File: config.mk
export PLATFORM = sky130hd
export DESIGN_NAME = score_sequencer
export DESIGN_NICKNAME = d
export VERILOG_FILES = /design/src/rtl/score_sequencer.sv
export SDC_FILE = /design/constraint.sdc
export NUM_CORES = 1
export LEC_CHECK = 0
export CORE_MARGIN = 2
export CORE_UTILIZATION = 42
export CTS_CLUSTER_DIAMETER = 100
export CTS_CLUSTER_SIZE = 25
export DETAILED_ROUTE_END_ITERATION = 8
export PLACE_DENSITY = 0.75
export SYNTH_ARGS = -nofsm -noshare
export SYNTH_HDL_FRONTEND = slang
export SYNTH_SLANG_ARGS = --single-unit
export TNS_END_PERCENT = 30
File: constraint.sdc
create_clock -name Clock -period 1.7 [get_ports Clock]
set_input_delay 0.255 -clock Clock [delete_from_list [all_inputs] [get_ports Clock]]
set_output_delay 0.255 -clock Clock [all_outputs]
set_load 0.02 [all_outputs]
File: src/rtl/score_sequencer.sv
`default_nettype none
// ============================================================================
// Module   : score_sequencer
// Summary  : Game FSM and round-robin command issue for two 4-bit score
//            counters. Define SCORE_BONUS_EN to map bonus requests to +2.
// Revision : 1.0 - initial release
// ============================================================================
module score_sequencer #(
  parameter logic [3:0] WIN_SCORE = 4'd10
) (
  input  logic       Clock,
  input  logic       Reset,
  input  logic       start,
  input  logic       L_pt,
  input  logic       R_pt,
  input  logic       L_bonus,
  input  logic       R_bonus,
  input  logic       L_pen,
  input  logic       R_pen,
  input  logic [3:0] scoreL,
  input  logic [3:0] scoreR,
  output logic       cnt_en,
  output logic       cnt_sel,
  output logic [1:0] cnt_op,
  output logic       cnt_clr,
  output logic       stop,
  output logic [1:0] winner,
  output logic       overflow
);

  localparam logic [2:0] S_IDLE  = 3'd0;
  localparam logic [2:0] S_CLEAR = 3'd1;
  localparam logic [2:0] S_PLAY  = 3'd2;
  localparam logic [2:0] S_ISSUE = 3'd3;
  localparam logic [2:0] S_CHECK = 3'd4;
  localparam logic [2:0] S_OVER  = 3'd5;

  localparam logic [1:0] OP_NONE = 2'b00;
  localparam logic [1:0] OP_INC1 = 2'b01;
  localparam logic [1:0] OP_INC2 = 2'b10;
  localparam logic [1:0] OP_DEC1 = 2'b11;

  // Highest-priority request wins: bonus > pt > pen.
  function automatic logic [1:0] encode_req(input logic pt, input logic bonus,
                                            input logic pen);
    logic [1:0] op;
    op = OP_NONE;
    if (bonus) begin
`ifdef SCORE_BONUS_EN
      op = OP_INC2;
`else
      op = OP_INC1;
`endif
    end else if (pt) begin
      op = OP_INC1;
    end else if (pen) begin
      op = OP_DEC1;
    end
    return op;
  endfunction

  // Keeps the counter inside 0..WIN_SCORE without wrapping.
  function automatic logic [1:0] guard_op(input logic [1:0] op, input logic [3:0] score);
    logic [1:0] res;
    res = OP_NONE;
    case (op)
      OP_INC1: res = (score >= WIN_SCORE) ? OP_NONE : OP_INC1;
      OP_INC2: begin
        if (score >= WIN_SCORE)               res = OP_NONE;
        else if (score == WIN_SCORE - 4'd1)   res = OP_INC1;
        else                                  res = OP_INC2;
      end
      OP_DEC1: res = (score == 4'd0) ? OP_NONE : OP_DEC1;
      default: res = OP_NONE;
    endcase
    return res;
  endfunction

  logic [2:0] state_q, state_d;
  logic [1:0] slot_l_q, slot_l_d, slot_r_q, slot_r_d;
  logic       rr_q, rr_d;
  logic       cnt_en_q, cnt_en_d, cnt_sel_q, cnt_sel_d, cnt_clr_q, cnt_clr_d;
  logic [1:0] cnt_op_q, cnt_op_d, winner_q, winner_d;
  logic       stop_q, stop_d, overflow_q, overflow_d;

  logic       l_full, r_full, grant_valid, grant_sel;
  logic [1:0] grant_op, req_l, req_r;

  always_comb begin
    l_full      = (slot_l_q != OP_NONE);
    r_full      = (slot_r_q != OP_NONE);
    grant_valid = (state_q == S_PLAY) && (l_full || r_full);
    grant_sel   = (l_full && r_full) ? rr_q : r_full;
    grant_op    = grant_sel ? guard_op(slot_r_q, scoreR) : guard_op(slot_l_q, scoreL);
    req_l       = encode_req(L_pt, L_bonus, L_pen);
    req_r       = encode_req(R_pt, R_bonus, R_pen);
  end

  always_ff @(posedge Clock) begin
    if (Reset) begin
      state_q    <= S_IDLE;
      slot_l_q   <= OP_NONE;
      slot_r_q   <= OP_NONE;
      rr_q       <= 1'b0;
      cnt_en_q   <= 1'b0;
      cnt_sel_q  <= 1'b0;
      cnt_op_q   <= OP_NONE;
      cnt_clr_q  <= 1'b0;
      stop_q     <= 1'b1;
      winner_q   <= 2'b00;
      overflow_q <= 1'b0;
    end else begin
      state_q    <= state_d;
      slot_l_q   <= slot_l_d;
      slot_r_q   <= slot_r_d;
      rr_q       <= rr_d;
      cnt_en_q   <= cnt_en_d;
      cnt_sel_q  <= cnt_sel_d;
      cnt_op_q   <= cnt_op_d;
      cnt_clr_q  <= cnt_clr_d;
      stop_q     <= stop_d;
      winner_q   <= winner_d;
      overflow_q <= overflow_d;
    end
  end

  always_comb begin
    state_d = state_q;
    case (state_q)
      S_IDLE:  if (start) state_d = S_CLEAR;
      S_CLEAR: state_d = S_PLAY;
      // A guarded-away op just empties its slot and leaves us in PLAY.
      S_PLAY:  if (grant_valid && grant_op != OP_NONE) state_d = S_ISSUE;
      S_ISSUE: state_d = S_CHECK;
      S_CHECK: state_d = (scoreL >= WIN_SCORE || scoreR >= WIN_SCORE) ? S_OVER : S_PLAY;
      S_OVER:  if (start) state_d = S_CLEAR;
      default: state_d = S_IDLE;
    endcase
  end

  always_comb begin
    slot_l_d   = slot_l_q;
    slot_r_d   = slot_r_q;
    rr_d       = rr_q;
    overflow_d = overflow_q;
    winner_d   = winner_q;
    if (state_q == S_IDLE || state_q == S_OVER || state_d == S_OVER) begin
      slot_l_d = OP_NONE;
      slot_r_d = OP_NONE;
    end else begin
      if (state_q == S_CLEAR || (grant_valid && !grant_sel)) slot_l_d = OP_NONE;
      if (state_q == S_CLEAR || (grant_valid &&  grant_sel)) slot_r_d = OP_NONE;
      // Occupancy is judged on the pre-grant slot, so a request landing on
      // the cycle its slot is granted still counts as an overflow.
      if (req_l != OP_NONE) begin
        if (l_full && state_q != S_CLEAR) overflow_d = 1'b1;
        else                              slot_l_d   = req_l;
      end
      if (req_r != OP_NONE) begin
        if (r_full && state_q != S_CLEAR) overflow_d = 1'b1;
        else                              slot_r_d   = req_r;
      end
    end
    if (grant_valid && l_full && r_full) rr_d = ~rr_q;

    cnt_en_d  = (state_q == S_PLAY) && (state_d == S_ISSUE);
    cnt_op_d  = cnt_en_d ? grant_op : OP_NONE;
    cnt_sel_d = cnt_en_d ? grant_sel : cnt_sel_q;
    cnt_clr_d = (state_d == S_CLEAR);
    stop_d    = !(state_d == S_PLAY || state_d == S_ISSUE || state_d == S_CHECK);
    if (state_d == S_CLEAR) begin
      winner_d   = 2'b00;
      overflow_d = 1'b0;
    end else if (state_q == S_CHECK && state_d == S_OVER) begin
      winner_d = (scoreL >= WIN_SCORE) ? 2'b01 : 2'b10;
    end
  end

  assign cnt_en   = cnt_en_q;
  assign cnt_sel  = cnt_sel_q;
  assign cnt_op   = cnt_op_q;
  assign cnt_clr  = cnt_clr_q;
  assign stop     = stop_q;
  assign winner   = winner_q;
  assign overflow = overflow_q;

endmodule
`default_nettype wire
==> results.toml <==
[status]
status = "complete, no violations"

[placed_design]
gp_congestion = 0.8403
io_buffer_count = 25
dpl.cell_count = 173
placed_area_sq_um = 1285
dp_hpwl_mm = 1.785

[global_routing]
grt_util_all_layers_pct = 20.15
grt_remaining_overflow = 0
grt_pass1_wl_mm = 3.946
grt_start_max_net_pins = 14
first_global_vias = 947
antenna_found_initial = 0

[sta]
period_share_pct = 95.58
hold_slack_ns = 0.4750
fmax_mhz = 615.4
slew_headroom_pct = 66.65
fin_skew_ns = 0.006412
hold_viol = 0
finalSetupViolCount = 0
tightest_slew_ns = 0.4987
finalCriticalPeriod_ns = 1.625
drv_slew = 0

[power_and_ir_drop]
p_leak_nw = 0.5011
ir_drop_v = 0.0005556
finalPower_uw = 912.0
powerDensity_nw_per_um2 = 676.1

[final_layout]
syn2layout_area_growth_pct = 43.16
nNetsFinal = 167
mostFrequentLayoutCells = "20 x clkdlybuf4s50_1, 15 x dfxtp_1, 13 x a21oi_1"
final_common_cell = "clkdlybuf4s50_1"
diodes = 0
final_area_sq_um = 1349
regArea_sq_um = 342.8
multiInputGateArea_sq_um = 598.1
drive_gt1_share_pct = 14.77
fill_cells = 222
fin_cells = 177

[drt]
dr.pass1.iters = 4
drc = 0
via_per_inst = 5.593
wl_mm = 2.474
drt_iter0_drc = 12
ant_nets = 0
wl_per_cell_um = 13.98
vias = 990

[synth]
ys_seq_elements = 17
yosys_warnings = 0
yosysSeqAreaShare_pct = 36.12
synth_top_area_share_pct = 36.12
synthCells = 114
synth_area_leaders = "dfxtp_1 36%, a21oi_1 6.9%, nand2b_1 6.6%"
synth_nets = 131
yosysTopAreaCell = "dfxtp_1"
syn_area_per_cell_sq_um = 8.265
ys_types = 35
netlist_area_sq_um = 942.2

[critical_path]
cp_max_fo = 4
start_kind = "primary input"
path_class = "primary input to register"
required_ns = 1.91
arrival_ns = 1.83
end_kind = "register"

[clocking]
htreeDepth = 1
cts_tree = "built"
clk_latency_ns = 0.31
clk_pin_slew_worst_paths_ns = 0.11
ctsLongestPathBuffers = 2
cts.sinks = 17
cts_setup_buffers = 0
cts_made_buffers = 3
cts_root_buffer = "clkbuf_4"

[floorplanning]
start_util_pct = 43.43
io_pins = 26
fp.coreArea_sq_um = 2170
fp.dieH_um = 51.36
die-area_sq_um = 2638
rows = 17
dieWidth_um = 51.36

[job]
cap_violations = 0

[hold_path]
hold_path.class = "register to register"
[cell families after synthesis]
kind of cell / after synthesis / synth area share, %
AOI/OAI and AO/OA: 43 / 32.80
muxes: 2 / 2.125
xor gates and xnor gates: 2 / 1.860
buffers and inverters: 6 / 2.656
DFF: 17 / 36.12
and+or+nand+nor: 44 / 24.44
[area by class of cell]
cell class	count	area share (%)
clock inverters	1	0.3711
multi-input cells	91	44.34
repair buffers	35	25.05
clock buffers	3	1.670
flip-flops and latches	17	25.42
inverters	2	0.5566
well taps	28	2.597
[worst max-delay path: stages]
cell,delay (ns)
clkdlybuf4s50_1,0.46
o31a_1,0.29
o22ai_1,0.16
mux2i_1,0.11
a21o_1,0.26
a2111oi_4,0.29
[worst paths after layout]
path	start	endpoint	slack, ns	depth (start not counted)
worst max-delay path	scoreR[0]	cnt_en$_SDFF_PP0_	0.08	6
worst min-delay path	overflow$_SDFFE_PP0N_	overflow$_SDFFE_PP0N_	0.47	2
worst max register to register	slot_r_q[0]$_SDFF_PP0_	cnt_en$_SDFF_PP0_	0.12	5
worst min register to register	overflow$_SDFFE_PP0N_	overflow$_SDFFE_PP0N_	0.47	2
[sequential cells by signal (all words and copies together) (netlist names)]
register  flops
cnt_clr       1
stop          1
overflow      1
cnt_op        2
state_q       3
rr_q          1
winner        2
cnt_en        1
slot_r_q      2
cnt_sel       1
slot_l_q      2
[what timing repair did]
item | in CTS | in global routing
endpoints found under the setup margin | 1 | 5
pin swaps | 0 | 6
resized for setup | 1 | 11
hold buffers | 0 | 0
[power breakdown]
group          switching (mW)  internal [mW]
Combinational           0.123          0.125
Sequential             0.0186          0.416
Clock                   0.142         0.0879
Total                   0.283          0.629
[Yosys cell counts]
library cell / number
nand2b_1: 10
a31o_2: 1
clkbuf_1: 1
and3_1: 1
a32oi_1: 1
nor2_1: 11
o21ai_0: 3
o2111ai_1: 1
buf_1: 1
nand3_1: 3
o21ai_1: 2
nand2_1: 5
o31ai_1: 2
a31oi_1: 2
buf_2: 2
nor3b_1: 1
or2b_1: 2
a211oi_1: 1
nor4_1: 3
inv_1: 2
a21oi_1: 13
nor3_1: 6
o31a_1: 2
a2111oi_4: 1
nor2b_1: 1
o32a_1: 1
xnor2_1: 2
a211o_1: 3
dfxtp_1: 17
o22ai_1: 5
mux2i_1: 2
o21a_1: 3
a221oi_2: 1
or2_4: 1
a21o_1: 1
[per-layer routing]
layer  global-route usage, %  wire, um  vias up
met1                   23.87      1042      456
met5                       0         0        -
met2                   35.04      1278       30
met4                   10.53        44        0
li1                        -         -      499
met3                   2.632       109        5
[through the flow]
step           setup TNS, ns  utilization [%]  worst slack (ns)
2_1_floorplan              0                -            0.1594
3_5_place_dp          -2.255            59.23           -0.3421
3_3_place_gp          -1.710            59.23           -0.2333
5_1_grt             -0.04230            62.17          -0.04044
4_1_cts                    0            60.78           0.02096
6_report                   0            62.17           0.07508
(Power assumes the default switching activity.)
